`src/rtl/mc_sequencer.sv`:
```
// Multi-cycle control sequencer for the MIPS-31 core: owns PC/IR, sequences fetch/decode/exec/mem/wb.
// Optional performance counters are built when PERF_CNT_EN is defined.
module mc_sequencer #(
  parameter int unsigned          XLEN        = 32,
  parameter logic [XLEN-1:0]      RESET_PC    = 32'h0040_0000,
  parameter int unsigned          MEM_TIMEOUT = 16
) (
  input  logic            clk,
  input  logic            rst,
  output logic            imem_req,
  output logic [XLEN-1:0] imem_addr,
  input  logic            imem_ready,
  input  logic [31:0]     imem_rdata,
  output logic            dmem_req,
  output logic            dmem_we,
  input  logic            dmem_ready,
  input  logic            br_taken,
  input  logic [XLEN-1:0] br_target,
  output logic [XLEN-1:0] pc,
  output logic [31:0]     ir,
  output logic            rf_we,
  output logic            pc_we,
  output logic            retire,
  output logic [2:0]      state_o,
  output logic            trap,
  output logic [1:0]      trap_cause
`ifdef PERF_CNT_EN
  ,
  output logic [31:0]     cycle_cnt,
  output logic [31:0]     instret_cnt
`endif
);

  typedef enum logic [2:0] {
    S_FETCH  = 3'd0,
    S_DECODE = 3'd1,
    S_EXEC   = 3'd2,
    S_MEM    = 3'd3,
    S_WB     = 3'd4,
    S_TRAP   = 3'd7
  } state_t;

  localparam int unsigned      CNT_W   = (MEM_TIMEOUT > 1) ? $clog2(MEM_TIMEOUT + 1) : 1;
  localparam logic [CNT_W-1:0] TO_LAST = (MEM_TIMEOUT == 0) ? '0 : CNT_W'(MEM_TIMEOUT - 1);

  localparam logic [1:0] CAUSE_ILLEGAL = 2'b01;
  localparam logic [1:0] CAUSE_ALIGN   = 2'b10;
  localparam logic [1:0] CAUSE_TIMEOUT = 2'b11;

  state_t            state, state_n;
  logic [XLEN-1:0]   pc_q;
  logic [31:0]       ir_q;
  logic              redir_q;
  logic [XLEN-1:0]   tgt_q;
  logic              trap_q;
  logic [1:0]        cause_q;
  logic [CNT_W-1:0]  wait_cnt;

  logic              ir_load;
  logic              exec_latch;
  logic              wait_inc;
  logic              trap_set;
  logic [1:0]        cause_n;
  logic              timeout_hit;

  // Exactly the 31 supported encodings; everything else traps as illegal.
  function automatic logic is_legal(input logic [31:0] instr);
    logic [5:0] op;
    logic [5:0] fn;
    op = instr[31:26];
    fn = instr[5:0];
    is_legal = 1'b0;
    if (op == 6'h00) begin
      case (fn)
        6'h20, 6'h21, 6'h22, 6'h23, 6'h24, 6'h25, 6'h26, 6'h27,
        6'h2A, 6'h2B, 6'h00, 6'h02, 6'h03, 6'h04, 6'h06, 6'h07,
        6'h08:   is_legal = 1'b1;
        default: is_legal = 1'b0;
      endcase
    end else begin
      case (op)
        6'h08, 6'h09, 6'h0C, 6'h0D, 6'h0E, 6'h0F, 6'h23, 6'h2B,
        6'h04, 6'h05, 6'h0A, 6'h0B, 6'h02, 6'h03:
                 is_legal = 1'b1;
        default: is_legal = 1'b0;
      endcase
    end
  endfunction

  // jr, sw, beq, bne and j produce no register result.
  function automatic logic writes_rf(input logic [31:0] instr);
    logic [5:0] op;
    op = instr[31:26];
    writes_rf = 1'b0;
    if (op == 6'h00) begin
      writes_rf = (instr[5:0] != 6'h08);
    end else begin
      case (op)
        6'h08, 6'h09, 6'h0A, 6'h0B, 6'h0C, 6'h0D, 6'h0E, 6'h0F,
        6'h23, 6'h03: writes_rf = 1'b1;
        default:      writes_rf = 1'b0;
      endcase
    end
  endfunction

  function automatic logic is_mem_op(input logic [31:0] instr);
    is_mem_op = (instr[31:26] == 6'h23) || (instr[31:26] == 6'h2B);
  endfunction

  assign timeout_hit = (MEM_TIMEOUT != 0) && (wait_cnt == TO_LAST);

  always_comb begin
    state_n    = state;
    imem_req   = 1'b0;
    dmem_req   = 1'b0;
    dmem_we    = 1'b0;
    rf_we      = 1'b0;
    pc_we      = 1'b0;
    retire     = 1'b0;
    ir_load    = 1'b0;
    exec_latch = 1'b0;
    wait_inc   = 1'b0;
    trap_set   = 1'b0;
    cause_n    = 2'b00;
    case (state)
      S_FETCH: begin
        imem_req = !rst;
        if (imem_ready) begin
          ir_load = 1'b1;
          state_n = S_DECODE;
        end else begin
          wait_inc = 1'b1;
          if (timeout_hit) begin
            trap_set = 1'b1;
            cause_n  = CAUSE_TIMEOUT;
            state_n  = S_TRAP;
          end
        end
      end
      S_DECODE: begin
        if (is_legal(ir_q)) begin
          state_n = S_EXEC;
        end else begin
          trap_set = 1'b1;
          cause_n  = CAUSE_ILLEGAL;
          state_n  = S_TRAP;
        end
      end
      S_EXEC: begin
        exec_latch = 1'b1;
        if (br_taken && (br_target[1:0] != 2'b00)) begin
          trap_set = 1'b1;
          cause_n  = CAUSE_ALIGN;
          state_n  = S_TRAP;
        end else if (is_mem_op(ir_q)) begin
          state_n = S_MEM;
        end else begin
          state_n = S_WB;
        end
      end
      S_MEM: begin
        dmem_req = 1'b1;
        dmem_we  = (ir_q[31:26] == 6'h2B);
        if (dmem_ready) begin
          state_n = S_WB;
        end else begin
          wait_inc = 1'b1;
          if (timeout_hit) begin
            trap_set = 1'b1;
            cause_n  = CAUSE_TIMEOUT;
            state_n  = S_TRAP;
          end
        end
      end
      S_WB: begin
        pc_we   = 1'b1;
        retire  = 1'b1;
        rf_we   = writes_rf(ir_q);
        state_n = S_FETCH;
      end
      S_TRAP:  state_n = S_TRAP;
      default: state_n = S_FETCH;
    endcase
  end

  always_ff @(posedge clk) begin
    if (rst) begin
      state    <= S_FETCH;
      pc_q     <= RESET_PC;
      ir_q     <= '0;
      redir_q  <= 1'b0;
      trap_q   <= 1'b0;
      cause_q  <= 2'b00;
      wait_cnt <= '0;
    end else begin
      state    <= state_n;
      wait_cnt <= wait_inc ? wait_cnt + 1'b1 : '0;
      if (ir_load)
        ir_q <= imem_rdata;
      if (exec_latch)
        redir_q <= br_taken;
      if (pc_we)
        pc_q <= redir_q ? tgt_q : pc_q + XLEN'(4);
      if (trap_set) begin
        trap_q  <= 1'b1;
        cause_q <= cause_n;
      end
    end
  end

  // Redirect target is pure data; only its companion flag needs a reset value.
  always_ff @(posedge clk) begin
    if (exec_latch)
      tgt_q <= br_target;
  end

`ifdef PERF_CNT_EN
  always_ff @(posedge clk) begin
    if (rst) begin
      cycle_cnt   <= '0;
      instret_cnt <= '0;
    end else begin
      if (state != S_TRAP)
        cycle_cnt <= cycle_cnt + 32'd1;
      if (retire)
        instret_cnt <= instret_cnt + 32'd1;
    end
  end
`endif

  assign imem_addr  = pc_q;
  assign pc         = pc_q;
  assign ir         = ir_q;
  assign trap       = trap_q;
  assign trap_cause = cause_q;
  assign state_o    = state;

endmodule

```
`config.mk`:
```
export PLATFORM = sky130hd
export DESIGN_NAME = mc_sequencer
export DESIGN_NICKNAME = d
export VERILOG_FILES = /design/src/rtl/mc_sequencer.sv
export SDC_FILE = /design/constraint.sdc
export NUM_CORES = 1
export LEC_CHECK = 0
export CORE_MARGIN = 5
export CORE_UTILIZATION = 65
export CTS_BUF_LIST = sky130_fd_sc_hd__clkbuf_8
export CTS_CLUSTER_SIZE = 30
export DETAILED_ROUTE_END_ITERATION = 8
export DONT_BUFFER_PORTS = 1
export PLACE_DENSITY = 0.91
export SYNTH_ARGS = -nofsm -noshare
export SYNTH_HDL_FRONTEND = slang
export SYNTH_SLANG_ARGS = --single-unit
```
`constraint.sdc`:
```
create_clock -name clk -period 8.89 [get_ports clk]
set_input_delay 0.889 -clock clk [delete_from_list [all_inputs] [get_ports clk]]
set_output_delay 0.889 -clock clk [all_outputs]
set_load 0.02 [all_outputs]
```
==> flow_metrics.tcl, run 1 <==
set metrics [dict create \
    critPathKind "reg -> out" \
    leakagePower_uw 0.00180 \
    track_usage_pct 26.2 \
    clockRootBuffer "clkbuf_8" \
    cts_tree "yes" \
    grt_pass1_vias 4317 \
    die_w_um 101 \
    layout_setup_ws_ns 5.51 \
    cts-buffers-inserted 9 \
    syn_to_final_growth_pct -0.968 \
    vias 4407 \
    grt_pass1_wl_um 21800 \
    netlist_top_cells_count "nand2_1, dfxtp_1, a21oi_1" \
    yosysTopAreaCellShare_pct 28.8 \
    chipHeight_um 101 \
    critPathSlowestCell "dfxtp_1" \
    period_share_pct 38.1 \
    pwr-share-clk_pct 21.5 \
    setup_viol 0 \
    switching_share_pct 40.8 \
    rows 33 \
    dpl.hpwl_um 9050 \
    final_hold_viol_count 0 \
    setup_tns_ns 0 \
    gp_congestion 0.892 \
    async_flop_share_pct 0 \
    clock_path_buffers 2 \
    ys.flop_type "dfxtp_1" \
    drive_above_1_share_pct 6.27 \
    fp.dieArea_sq_um 10300 \
    max_slew_margin_pct 41.7 \
    path_clk_slew_ns 0.11 \
    skew_ns 0.0174 \
    p_comb_share_pct 19.3 \
    coreArea_sq_um 8180 \
    htreeDepth 3 \
    seq_power_share_pct 59.2 \
    clock-sinks 110 \
    routed_wl_um 13200 \
    wl_met2_um 6510 \
    power_density_nw_per_um2 255 \
    min_path_type "reg -> reg" \
    max_cap_viol_count 0 \
    avgSynthCellArea_sq_um 8.96 \
    synth_warnings 0 \
    grt-ovfl-total 0 \
    hold_slack_ns 0.478 \
    synth_area_sq_um 5430 \
    start_kind "flip-flop" \
    diodes 0 \
    drv_slew 0 \
    yosysMostFrequentCell "nand2_1" \
    ys_seq_elements 110 \
    portBuffers 0 \
    wl_per_cell_um 20.0 \
    regToRegSetupSlack_ns 6.10 \
    wl_met3_um 1650 \
    synthCells 606 \
    cts_setup_buffers 0 \
    top_layer "met5" \
    hold_buffers 0 \
    period_needed_ns 3.38 \
    synth_top_area_cell "dfxtp_1" \
    p_int_uw 812 \
    drt_pass1_iterations 5 \
    synth.area.top_cells "dfxtp_1, edfxtp_1, nand2_1, a21oi_1, buf_4" \
    avgViaCountPerCell 6.65 \
    ir_drop_uv 150 \
    drt_iter0_markers 230 \
    grt_max_degree 75 \
    p_switching_uw 559 \
    pre_cts_ws_ns 5.93 \
    max_freq_ghz 0.295 \
    ys_seq_area_share_pct 46.5 \
    ant_nets 0 \
    critPathCaptureType "output port" \
    synth_edf_count 32 \
    run_status "finished, final reports clean" \
    synth_cell_type_count 64 \
    rsz0062_at_grt "false" \
    synth_nets 679 \
    m1WireLength_um 4870 \
    crit_chain "inv_1 -> nor3b_1 -> and3_1" \
    max_stage_delay_ns 0.84 \
    crit_path_max_fanout 17 \
    grt_antenna_before_repair 1 \
    cp.arrival_ns 2.50 \
    io_pins 177 \
    post_cts_resized 0 \
    fin_nets 626 \
    worst_slew_pin_slew_ns 0.866 \
    crit_required_ns 8.00 \
    clk_latency_ns 0.38 \
    post-route-drc-count 0 \
    initial_core_util_pct 66.4 \
]
==> power by group through the flow <==
stage          clock network [uW]  registers [uW]  logic (uW)
2_1_floorplan                   0             743         309
6_report                      295             811         265
4_1_cts                       301             810         263
3_5_place_dp                    0             821         262
3_3_place_gp                    0             817         250
5_1_grt                       322             830         300
==> kinds of logic after synthesis <==
kind of cell,count (synthesis),synth area share (%)
simple gates,252,24.3
fa+ha+maj,4,0.922
buf+inv,89,9.58
mux,11,2.03
compound gates,138,16.4
flops,110,46.5
xor+xnor,2,0.323
==> registers in the layout, indices dropped and copies added (netlist names), named ones only <==
| name | cells |
|---|---|
| ir | 32 |
| imem_addr | 32 |
| trap | 1 |
| tgt_q | 32 |
| state_o | 3 |
| redir_q | 1 |
| trap_cause | 2 |
| wait_cnt | 5 |
==> final timing paths <==
path / startpoint / endpoint / cells past startpoint
worst min-delay path: wait_cnt[0]$_SDFF_PP0_ / wait_cnt[0]$_SDFF_PP0_ / 1
worst max register to register: state_o[2]$_SDFF_PP0_ / imem_addr[23]$_SDFFE_PP0P_ / 6
worst max-delay path: state_o[1]$_SDFF_PP0_ / dmem_we / 3
worst min register to register: wait_cnt[0]$_SDFF_PP0_ / wait_cnt[0]$_SDFF_PP0_ / 1
==> cell usage in the layout, fill, tap and decap left out, types with 5 or more instances in the layout <==
cell type,count
or3_1,7
buf_4,6
nand2_1,90
o21ai_0,11
o22ai_1,5
mux2i_1,11
nor3b_1,5
nand4_1,20
a31oi_1,14
nor4_1,8
edfxtp_1,32
a21oi_1,54
a211o_1,5
and3_1,10
nor3_1,19
dfxtp_1,78
nand3_1,22
clkbuf_8,9
nor2_1,37
a22oi_1,16
inv_1,18
nor2b_1,5
==> area by class of cell <==
cell class / instances / area (sq um)
clock inverter: 7 / 77.6
fill: 649 / 2800
multi-input combinational: 407 / 2400
timing repair buffer: 6 / 45.0
tap: 105 / 131
inverter: 19 / 76.3
sequential: 110 / 2520
clock buffer: 9 / 124
==> routing by layer <==
metal	GRT usage, %	vias up
met4	8.08	2
met2	43.6	265
met5	0	-
met1	30.9	2046
li1	-	2071
met3	10.7	23
==> worst max-delay path, delay by kind of cell, from the launching register on <==
kind | cells | cell delay [ns]
DFF | 1 | 0.84
and+or+nand+nor | 2 | 1.04
buffers and inverters | 1 | 0.24
==> stage by stage <==
stage	cell area (sq um)	power (uW)	utilization, %	instances
global placement	5180	1070	63.3	647
CTS	5380	1370	65.8	663
detailed placement	5180	1080	63.3	647
global route	5380	1450	65.8	663
floorplan	5430	1050	-	606
finish	5380	1370	65.8	663
(Power assumes the default switching activity.)
==> run 2, diff against run 1 <==
- CORE_UTILIZATION: 65 -> 60
- PLACE_DENSITY: 0.91 -> 0.89
- clock period: 8.89 -> 2.9 ns (I/O delays scaled with it)
==> flow_metrics.tcl, run 2 (synthesis results as in run 1) <==
set metrics [dict create \
    die_w_um 105 \
    grt_antenna_before_repair 0 \
    path_clk_slew_ns 0.11 \
    multi_input_area_sq_um 2410 \
    cts-buffers-inserted 9 \
    avgViaCountPerCell 6.48 \
    clock_path_buffers 2 \
    min_path_type "in -> reg" \
    clockRootBuffer "clkbuf_8" \
    design_area_sq_um 5990 \
    portBuffers 0 \
    rows 34 \
    post-route-drc-count 0 \
    final_common_cell "nand2_1" \
    grt_pass1_wl_um 23200 \
    critPathKind "reg -> out" \
    clk_latency_ns 0.37 \
    grt-ovfl-total 0 \
    max_freq_ghz 0.445 \
    clock-sinks 110 \
    skew_ns 0.0155 \
    critPathSlowestCell "or3_1" \
    regArea_sq_um 2520 \
    crit_required_ns 2.61 \
    coreArea_sq_um 8760 \
    leakagePower_uw 0.00212 \
    setup_viol 0 \
    gp_congestion 0.986 \
    setup_tns_ns 0 \
    initial_core_util_pct 62.0 \
    fillers 640 \
    crit_chain "or3_1 -> a31oi_1 -> o21bai_1 -> a211oi_1 -> buf_4" \
    period_needed_ns 2.25 \
    power_density_nw_per_um2 746 \
    crit_path_max_fanout 6 \
    syn_to_final_growth_pct 10.3 \
    max_stage_delay_ns 0.44 \
    chipHeight_um 105 \
    max_slew_margin_pct 40.9 \
    placed_area_sq_um 5410 \
    drt_iter0_markers 233 \
    mostFrequentLayoutCells "nand2_1, dfxtp_1, a21oi_1, nor2_1" \
    critPathCaptureType "output port" \
    track_usage_pct 25.5 \
    grt_pass1_vias 4657 \
    wl_per_cell_um 19.8 \
    htreeDepth 3 \
    cp.arrival_ns 1.96 \
    routed_wl_um 14400 \
    start_kind "flip-flop" \
    post_cts_resized 0 \
    fin_nets 688 \
    ant_nets 0 \
    final_hold_viol_count 0 \
    drt_pass1_iterations 6 \
    grt_max_degree 56 \
    drive_above_1_share_pct 10.3 \
    ir_drop_uv 432 \
    dpl.hpwl_um 9830 \
    max_cap_viol_count 0 \
    rsz0062_at_grt "false" \
    io_pins 177 \
    diodes 0 \
    cts_tree "yes" \
    drv_slew 0 \
    period_share_pct 77.5 \
    run_status "finished, final reports clean" \
    fp.dieArea_sq_um 11100 \
    vias 4721 \
    worst_slew_pin_slew_ns 0.878 \
]
## run 2: through the flow
stage | instances | utilization, % | hold WS, ns | worst slack [ns] | total power [uW]
finish | 728 | 68.3 | 0.0348 | 0.652 | 4470
detailed placement | 678 | 61.7 | 0.376 | 0.764 | 3450
global placement | 678 | 61.7 | 0.373 | 0.809 | 3390
global route | 728 | 68.3 | 0.0144 | 0.550 | 4710
floorplan | 606 | - | 0.389 | 0.183 | 3220
CTS | 703 | 65.5 | 0.000104 | 0.647 | 4450
## run 2: worst paths after layout
check | start | to | slack [ns] | cells after the start
worst max-delay path | ir[26]$_SDFFE_PP0N_ | rf_we | 0.65 | 5
worst min-delay path | imem_rdata[9] | ir[9]$_SDFFE_PP0N_ | 0.03 | 2
worst max register to register | imem_addr[6]$_SDFFE_PP0P_ | imem_addr[26]$_SDFFE_PP0P_ | 0.73 | 5
worst min register to register | wait_cnt[0]$_SDFF_PP0_ | wait_cnt[0]$_SDFF_PP0_ | 0.47 | 1
## run 2: final cells by class
| class | instances | share of cell area (%) |
|---|---|---|
| inverter | 19 | 1.27 |
| sequential | 110 | 42.1 |
| clock buffer | 10 | 2.30 |
| clock inverter | 6 | 1.40 |
| tap | 108 | 2.26 |
| timing repair buffer | 68 | 10.4 |
| multi-input combinational | 407 | 40.2 |
## run 2: power breakdown
part,internal [uW],leakage [uW],switching [uW]
registers,1840,0.000929,367
logic,429,0.00108,850
clock network,446,0.000113,539
total,2710,0.00212,1760
## run 2: metal layers
layer | wire [um] | share of wire (%) | global-route usage (%)
met5 | 0 | 0 | 0
met4 | 382 | 2.6 | 9.95
met3 | 1720 | 12 | 10.4
met2 | 7130 | 49 | 42.4
met1 | 5200 | 36 | 29.3
## run 2: worst max-delay path, delay by kind of cell (launching register included)
| kind | cells | cell delay, ns |
|---|---|---|
| AOI/OAI and AO/OA | 3 | 0.51 |
| and+or+nand+nor | 1 | 0.44 |
| DFF | 1 | 0.43 |
| buffers and inverters | 1 | 0.19 |
## run 2: what timing repair did
action | CTS | global route
endpoints found under the hold margin | 63 | 25
hold buffers | 9 | 25
setup buffers | 0 | 0
